`config.mk`:
```
export PLATFORM = sky130hd
export DESIGN_NAME = axis_width_downsizer
export DESIGN_NICKNAME = d
export VERILOG_FILES = /design/src/rtl/axis_width_downsizer_pkg.sv /design/src/rtl/axis_width_downsizer_lane_priority_encoder.sv /design/src/rtl/axis_width_downsizer.sv
export SDC_FILE = /design/constraint.sdc
export NUM_CORES = 1
export LEC_CHECK = 0
export CAP_MARGIN = 5
export CORE_MARGIN = 5
export CORE_UTILIZATION = 45
export CTS_BUF_LIST = sky130_fd_sc_hd__clkbuf_8 sky130_fd_sc_hd__clkbuf_16
export DETAILED_ROUTE_END_ITERATION = 6
export PLACE_DENSITY = 0.84
export REMOVE_ABC_BUFFERS = 1
export SLEW_MARGIN = 30
export SYNTH_ARGS = -nofsm -noshare
export SYNTH_HDL_FRONTEND = slang
export SYNTH_HIERARCHICAL = 1
export SYNTH_SLANG_ARGS = --single-unit
```
`constraint.sdc`:
```
create_clock -name clk -period 2.25 [get_ports clk]
set_input_delay 0.45 -clock clk [delete_from_list [all_inputs] [get_ports clk]]
set_output_delay 0.45 -clock clk [all_outputs]
set_load 0.01 [all_outputs]
```
`src/rtl/axis_width_downsizer_pkg.sv`:
```
// Shared helpers for the AXI-Stream width downsizer: sizing functions and the
// saturating counter step used for the dropped-beat statistic.
package axis_width_downsizer_pkg;

    function automatic int clog2(input int value);
        int result;
        result = 0;
        for (int i = 0; i < 32; i++) begin
            if ((1 << result) < value) begin
                result = result + 1;
            end
        end
        return result;
    endfunction

    function automatic int keepWidth(input int dataWidth);
        return dataWidth / 8;
    endfunction

    function automatic int laneIdxWidth(input int ratio);
        return (clog2(ratio) < 1) ? 1 : clog2(ratio);
    endfunction

    function automatic logic [15:0] satInc16(input logic [15:0] value);
        return (value == 16'hFFFF) ? value : value + 16'd1;
    endfunction

endpackage

```
`src/rtl/axis_width_downsizer_lane_priority_encoder.sv`:
```
// Combinational lowest-set-bit encoder over the lane mask, plus any-set and
// exactly-one-set flags used for last/ready generation.
module lane_priority_encoder #(
    parameter int RATIO = 2,
    parameter int IDX_W = 1
) (
    input  logic [RATIO-1:0] mask,
    output logic [IDX_W-1:0] laneIdx,
    output logic             anySet,
    output logic             onlyOne
);

    always_comb begin
        laneIdx = '0;
        for (int i = RATIO - 1; i >= 0; i--) begin
            if (mask[i]) begin
                laneIdx = IDX_W'(i);
            end
        end
    end

    assign anySet  = |mask;
    // Clearing the lowest set bit leaves zero only when a single bit was set.
    assign onlyOne = anySet && ((mask & (mask - RATIO'(1))) == '0);

endmodule

```
`src/rtl/axis_width_downsizer.sv`:
```
// AXI-Stream width downsizer: holds one wide input beat and emits its lanes
// lowest first, optionally skipping lanes whose keep slice is empty.
module axis_width_downsizer
    import axis_width_downsizer_pkg::*;
#(
    parameter int M_DATA_WIDTH    = 32,
    parameter int RATIO           = 2,
    parameter int USER_WIDTH      = 8,
    parameter int DROP_NULL_LANES = 1
) (
    input  logic                                    clk,
    input  logic                                    resetN,
    input  logic [RATIO*M_DATA_WIDTH-1:0]           sAxisTdata,
    input  logic [RATIO*keepWidth(M_DATA_WIDTH)-1:0] sAxisTkeep,
    input  logic [USER_WIDTH-1:0]                   sAxisTuser,
    input  logic                                    sAxisTlast,
    input  logic                                    sAxisTvalid,
    output logic                                    sAxisTready,
    output logic [M_DATA_WIDTH-1:0]                 mAxisTdata,
    output logic [keepWidth(M_DATA_WIDTH)-1:0]      mAxisTkeep,
    output logic [USER_WIDTH-1:0]                   mAxisTuser,
    output logic                                    mAxisTlast,
    output logic                                    mAxisTvalid,
    input  logic                                    mAxisTready,
    output logic [15:0]                             nullBeatCount
);

    localparam int KEEP_W     = keepWidth(M_DATA_WIDTH);
    localparam int S_DATA_W   = RATIO * M_DATA_WIDTH;
    localparam int S_KEEP_W   = RATIO * KEEP_W;
    localparam int LANE_IDX_W = laneIdxWidth(RATIO);

    logic [S_DATA_W-1:0]   dataQ;
    logic [S_KEEP_W-1:0]   keepQ;
    logic [USER_WIDTH-1:0] userQ;
    logic                  lastQ;
    logic [RATIO-1:0]      laneMask;
    logic                  validQ;

    logic [RATIO-1:0]      inLaneBits;
    logic [RATIO-1:0]      loadMask;
    logic [RATIO-1:0]      maskNext;
    logic [LANE_IDX_W-1:0] laneIdx;
    logic                  anySet;
    logic                  onlyOne;
    logic                  sFire;
    logic                  mFire;
    logic                  nullDrop;

    lane_priority_encoder #(
        .RATIO (RATIO),
        .IDX_W (LANE_IDX_W)
    ) uLaneEnc (
        .mask    (laneMask),
        .laneIdx (laneIdx),
        .anySet  (anySet),
        .onlyOne (onlyOne)
    );

    assign sAxisTready = !anySet || (mAxisTready && onlyOne);
    assign sFire       = sAxisTvalid && sAxisTready;
    assign mFire       = anySet && mAxisTready;

    always_comb begin
        inLaneBits = '0;
        for (int i = 0; i < RATIO; i++) begin
            inLaneBits[i] = (DROP_NULL_LANES == 0) ? 1'b1 : |sAxisTkeep[i*KEEP_W +: KEEP_W];
        end
    end

    // An all-null beat that closes a frame still goes out once on lane 0 so
    // downstream sees the TLAST.
    always_comb begin
        loadMask = inLaneBits;
        if ((inLaneBits == '0) && sAxisTlast) begin
            loadMask = RATIO'(1);
        end
    end

    assign nullDrop = sFire && (inLaneBits == '0) && !sAxisTlast;

    always_comb begin
        maskNext = laneMask;
        if (mFire) begin
            maskNext = laneMask & ~(RATIO'(1) << laneIdx);
        end
        if (sFire) begin
            maskNext = loadMask;
        end
    end

    always_ff @(posedge clk or negedge resetN) begin
        if (!resetN) begin
            dataQ         <= '0;
            keepQ         <= '0;
            userQ         <= '0;
            lastQ         <= 1'b0;
            laneMask      <= '0;
            validQ        <= 1'b0;
            nullBeatCount <= '0;
        end else begin
            laneMask <= maskNext;
            validQ   <= |maskNext;
            if (sFire) begin
                dataQ <= sAxisTdata;
                keepQ <= sAxisTkeep;
                userQ <= sAxisTuser;
                lastQ <= sAxisTlast;
            end
            if (nullDrop) begin
                nullBeatCount <= satInc16(nullBeatCount);
            end
        end
    end

    always_comb begin
        mAxisTdata = '0;
        mAxisTkeep = '0;
        for (int i = 0; i < RATIO; i++) begin
            if (laneIdx == LANE_IDX_W'(i)) begin
                mAxisTdata = dataQ[i*M_DATA_WIDTH +: M_DATA_WIDTH];
                mAxisTkeep = keepQ[i*KEEP_W +: KEEP_W];
            end
        end
    end

    assign mAxisTvalid = validQ;
    assign mAxisTuser  = userQ;
    assign mAxisTlast  = lastQ && onlyOne;

endmodule

```
==> flow_metrics.py <==
metrics = {
    "placement": {
        "numPortBuffers": 147,
        "detailedPlace.worstSlack_ns": -0.299,
        "gpl.final_weighted_congestion": 0.768,
        "place.detailed.hpwl_um": 7710,
    },
    "logic_synthesis": {
        "synth_edf_count": 0,
        "synthesis.area_um2": 4380,
        "synth-seq-area-share_pct": 57.1,
        "synth_async_sr_flop_share_pct": 100,
        "yosys.cell_count.top_type": "mux2_2",
        "ys_warn_count": 6,
        "post_synth_num_cell_types": 32,
        "synth.top_cells.by_count": "mux2_2 (117), dfrtp_1 (100), xor2_1 (11), clkbuf_1 (8), nand3_1 (7)",
        "largest_area_contributor_in_the_netlist": "dfrtp_1",
        "synthesis.area_per_instance_um2": 14.5,
        "yosys_most_used_dff": "dfrtp_1",
        "yosys-top-cells-area": "dfrtp_1 (57%), mux2_2 (30%), xor2_1 (2.2%), ha_1 (0.86%), nand3_1 (0.80%)",
        "postSynthRegisterBits": 100,
        "synth_top_area_share_pct": 57.1,
        "post_synth_inst_count": 303,
    },
    "sta": {
        "worst_slew_pin_slew_ns": 0.469,
        "timing.final.max_slew_violations": 0,
        "hold_slack_ns": 0.0404,
        "slew_headroom_pct": 68.7,
        "max_clock_freq_mhz": 452,
        "hold_viol": 0,
        "fin_ws_ns": 0.0387,
        "grt_setup_unrepaired": "true",
        "final_clock_period_utilization_by_the_worst_path_pct": 98.3,
        "finalCriticalPeriod_ns": 2.21,
        "worst_clk_skew_ns": 0.0156,
        "setup-violations-final": 0,
    },
    "drt": {
        "drt_iter0_markers": 56,
        "drt.antenna.violating_nets": 0,
        "topRoutingLayerUsed": "met4",
        "met3_length_um": 819,
        "drtPass1Iterations": 4,
        "avgRoutedWirePerCell_um": 17.3,
        "avgViaCountPerCell": 5.00,
        "routed_wirelength_um": 10600,
        "vias": 3052,
        "wl_met2_um": 5410,
        "detail_route.drc_violations": 0,
        "m1WireLength_um": 4210,
    },
    "die": {
        "pin_count": 148,
        "rows": 36,
        "die_area_um2": 11800,
        "die_w_um": 109,
        "fp.coreArea_um2": 9640,
        "chipHeight_um": 109,
        "initial_utilization_pct": 45.4,
    },
    "finish": {
        "post-route-util_pct": 65.7,
        "final_nets": 561,
        "antenna_cells_inserted": 0,
        "share_of_cells_above_drive_strength_1_pct": 42.9,
        "area_growth_pct": 44.6,
    },
    "clock_tree": {
        "clockBufferDepth": 2,
        "clk_pin_slew_ns": 0.10,
        "root_buffer": "clkbuf_8",
        "hold_buffers": 0,
        "cts_tree": "yes",
        "cts-buffers-inserted": 9,
        "insertion_delay_ns": 0.36,
        "htree_num_levels": 3,
        "clkSinkCount": 100,
    },
    "min_path": {
        "worstHoldPathType": "input port to async pin",
    },
    "worst_setup_path": {
        "setup.worst_path.end_class": "output pin",
        "start_kind": "flip-flop",
        "criticalPathCategory": "flip-flop to output pin",
        "worst_path_required_time_ns": 1.80,
        "critical_path.max_fanout": 6,
        "cp.arrival_ns": 1.76,
        "r2r.worst_path.cells": 5,
    },
    "global_route": {
        "grtUsageTotal_pct": 18.5,
        "grt_pass1_wl_um": 17100,
        "number_of_global_route_vias_before_repair": 3479,
        "overflow": 0,
        "grt_antenna_before_repair": 0,
        "grt_start_max_net_pins": 50,
    },
    "power": {
        "power_density_nw_per_um2": 1280,
        "design_power_total_mw": 8.14,
        "max-vdd-ir-drop_v": 0.000714,
        "power_leakage_nw": 2.77,
    },
    "flow_run": {
        "maxCapViolations": 0,
    },
    "outcome": {
        "status": "complete, no violations",
    },
}
cells by family (layout without fill, tap and decap cells):
kind of cell    Yosys count  count (layout)  share of synthesized area (%)
fa+ha+maj                 3               3                          0.857
mux                     118             118                           30.3
buf+inv                  19             194                           1.77
xor+xnor                 15              15                           3.00
compound gates            7               7                           1.29
simple gates             41              41                           5.60
flops                   100             100                           57.1
per-stage QoR:
step	cell area (um2)	TNS [ns]	std cells
6_report	6330	0	611
5_1_grt	6330	-0.0676	611
4_1_cts	6340	-0.0331	610
3_5_place_dp	6130	-2.63	583
3_3_place_gp	6130	-1.56	583
2_1_floorplan	4320	-82.87	290
registers in the layout, indices dropped and copies added, names as in the netlist:
register / count
dataQ: 64
keepQ: 8
laneMask: 2
lastQ: 1
mAxisTuser: 8
mAxisTvalid: 1
nullBeatCount: 16
worst max-delay path: stages, from the launching register on:
cell,delay [ns]
dfrtp_1,0.40
inv_2,0.09
ha_4,0.17
bufbuf_16,0.27
mux2_2,0.34
buf_2,0.14
path summary, 6_finish.rpt:
kind / from / slack (ns) / endpoint
worst min register to register: dataQ[51]$_DFFE_PN0N_ / 0.51 / dataQ[51]$_DFFE_PN0N_
min in group clk: dataQ[51]$_DFFE_PN0N_ / 0.51 / dataQ[51]$_DFFE_PN0N_
worst max-delay path: laneMask[0]$_DFF_PN0_ / 0.04 / mAxisTdata[17]
worst min-delay path: resetN / 0.04 / dataQ[59]$_DFFE_PN0N_
max in group asynchronous: resetN / 1.58 / dataQ[17]$_DFFE_PN0N_
worst max register to register: nullBeatCount[0]$_DFFE_PN0P_ / 0.16 / nullBeatCount[1]$_DFFE_PN0P_
report_power, final:
group / internal (mW) / total [mW] / switching, mW / leakage [nW]
sequential: 2.58 / 2.96 / 0.381 / 1.20
combinational: 2.41 / 3.98 / 1.57 / 1.46
clock: 0.557 / 1.19 / 0.633 / 0.108
what timing repair did:
action                     in CTS  in global routing
cloned                          1                  0
setup endpoints to repair      37                 28
resized for setup             142                 10
pin swaps                       0                  0
buffers inserted               10                  1
placed cells by master (no fill, tap or decap), drive strengths merged, types with 2 or more instances in the layout:
cell type	netlist	final
or4	2	2
xnor2	4	4
mux2	118	118
nand2	6	6
nor2	6	6
ha	3	3
o21ai	3	3
nor4	3	3
nand3	7	7
inv	6	9
nand4	4	4
clkbuf	8	11
clkdlybuf4s50	0	108
buf	5	60
dfrtp	100	100
xor2	11	11
clkinv	0	2
nor3	6	6
layer usage:
metal	vias up	GRT usage (%)
met3	12	6.93
met5	-	0
met1	1523	22.0
li1	1416	-
met4	0	4.69
met2	101	31.9
area by class of cell:
cell class / count / area, um2
Fill cell: 750 / 3310
Sequential cell: 100 / 2500
Multi-Input combinational cell: 184 / 1820
Timing Repair Buffer: 172 / 1610
Tap cell: 133 / 166
Clock buffer: 10 / 138
Clock inverter: 6 / 70.1
Inverter: 6 / 22.5
Power figures use the tool's default switching activity.
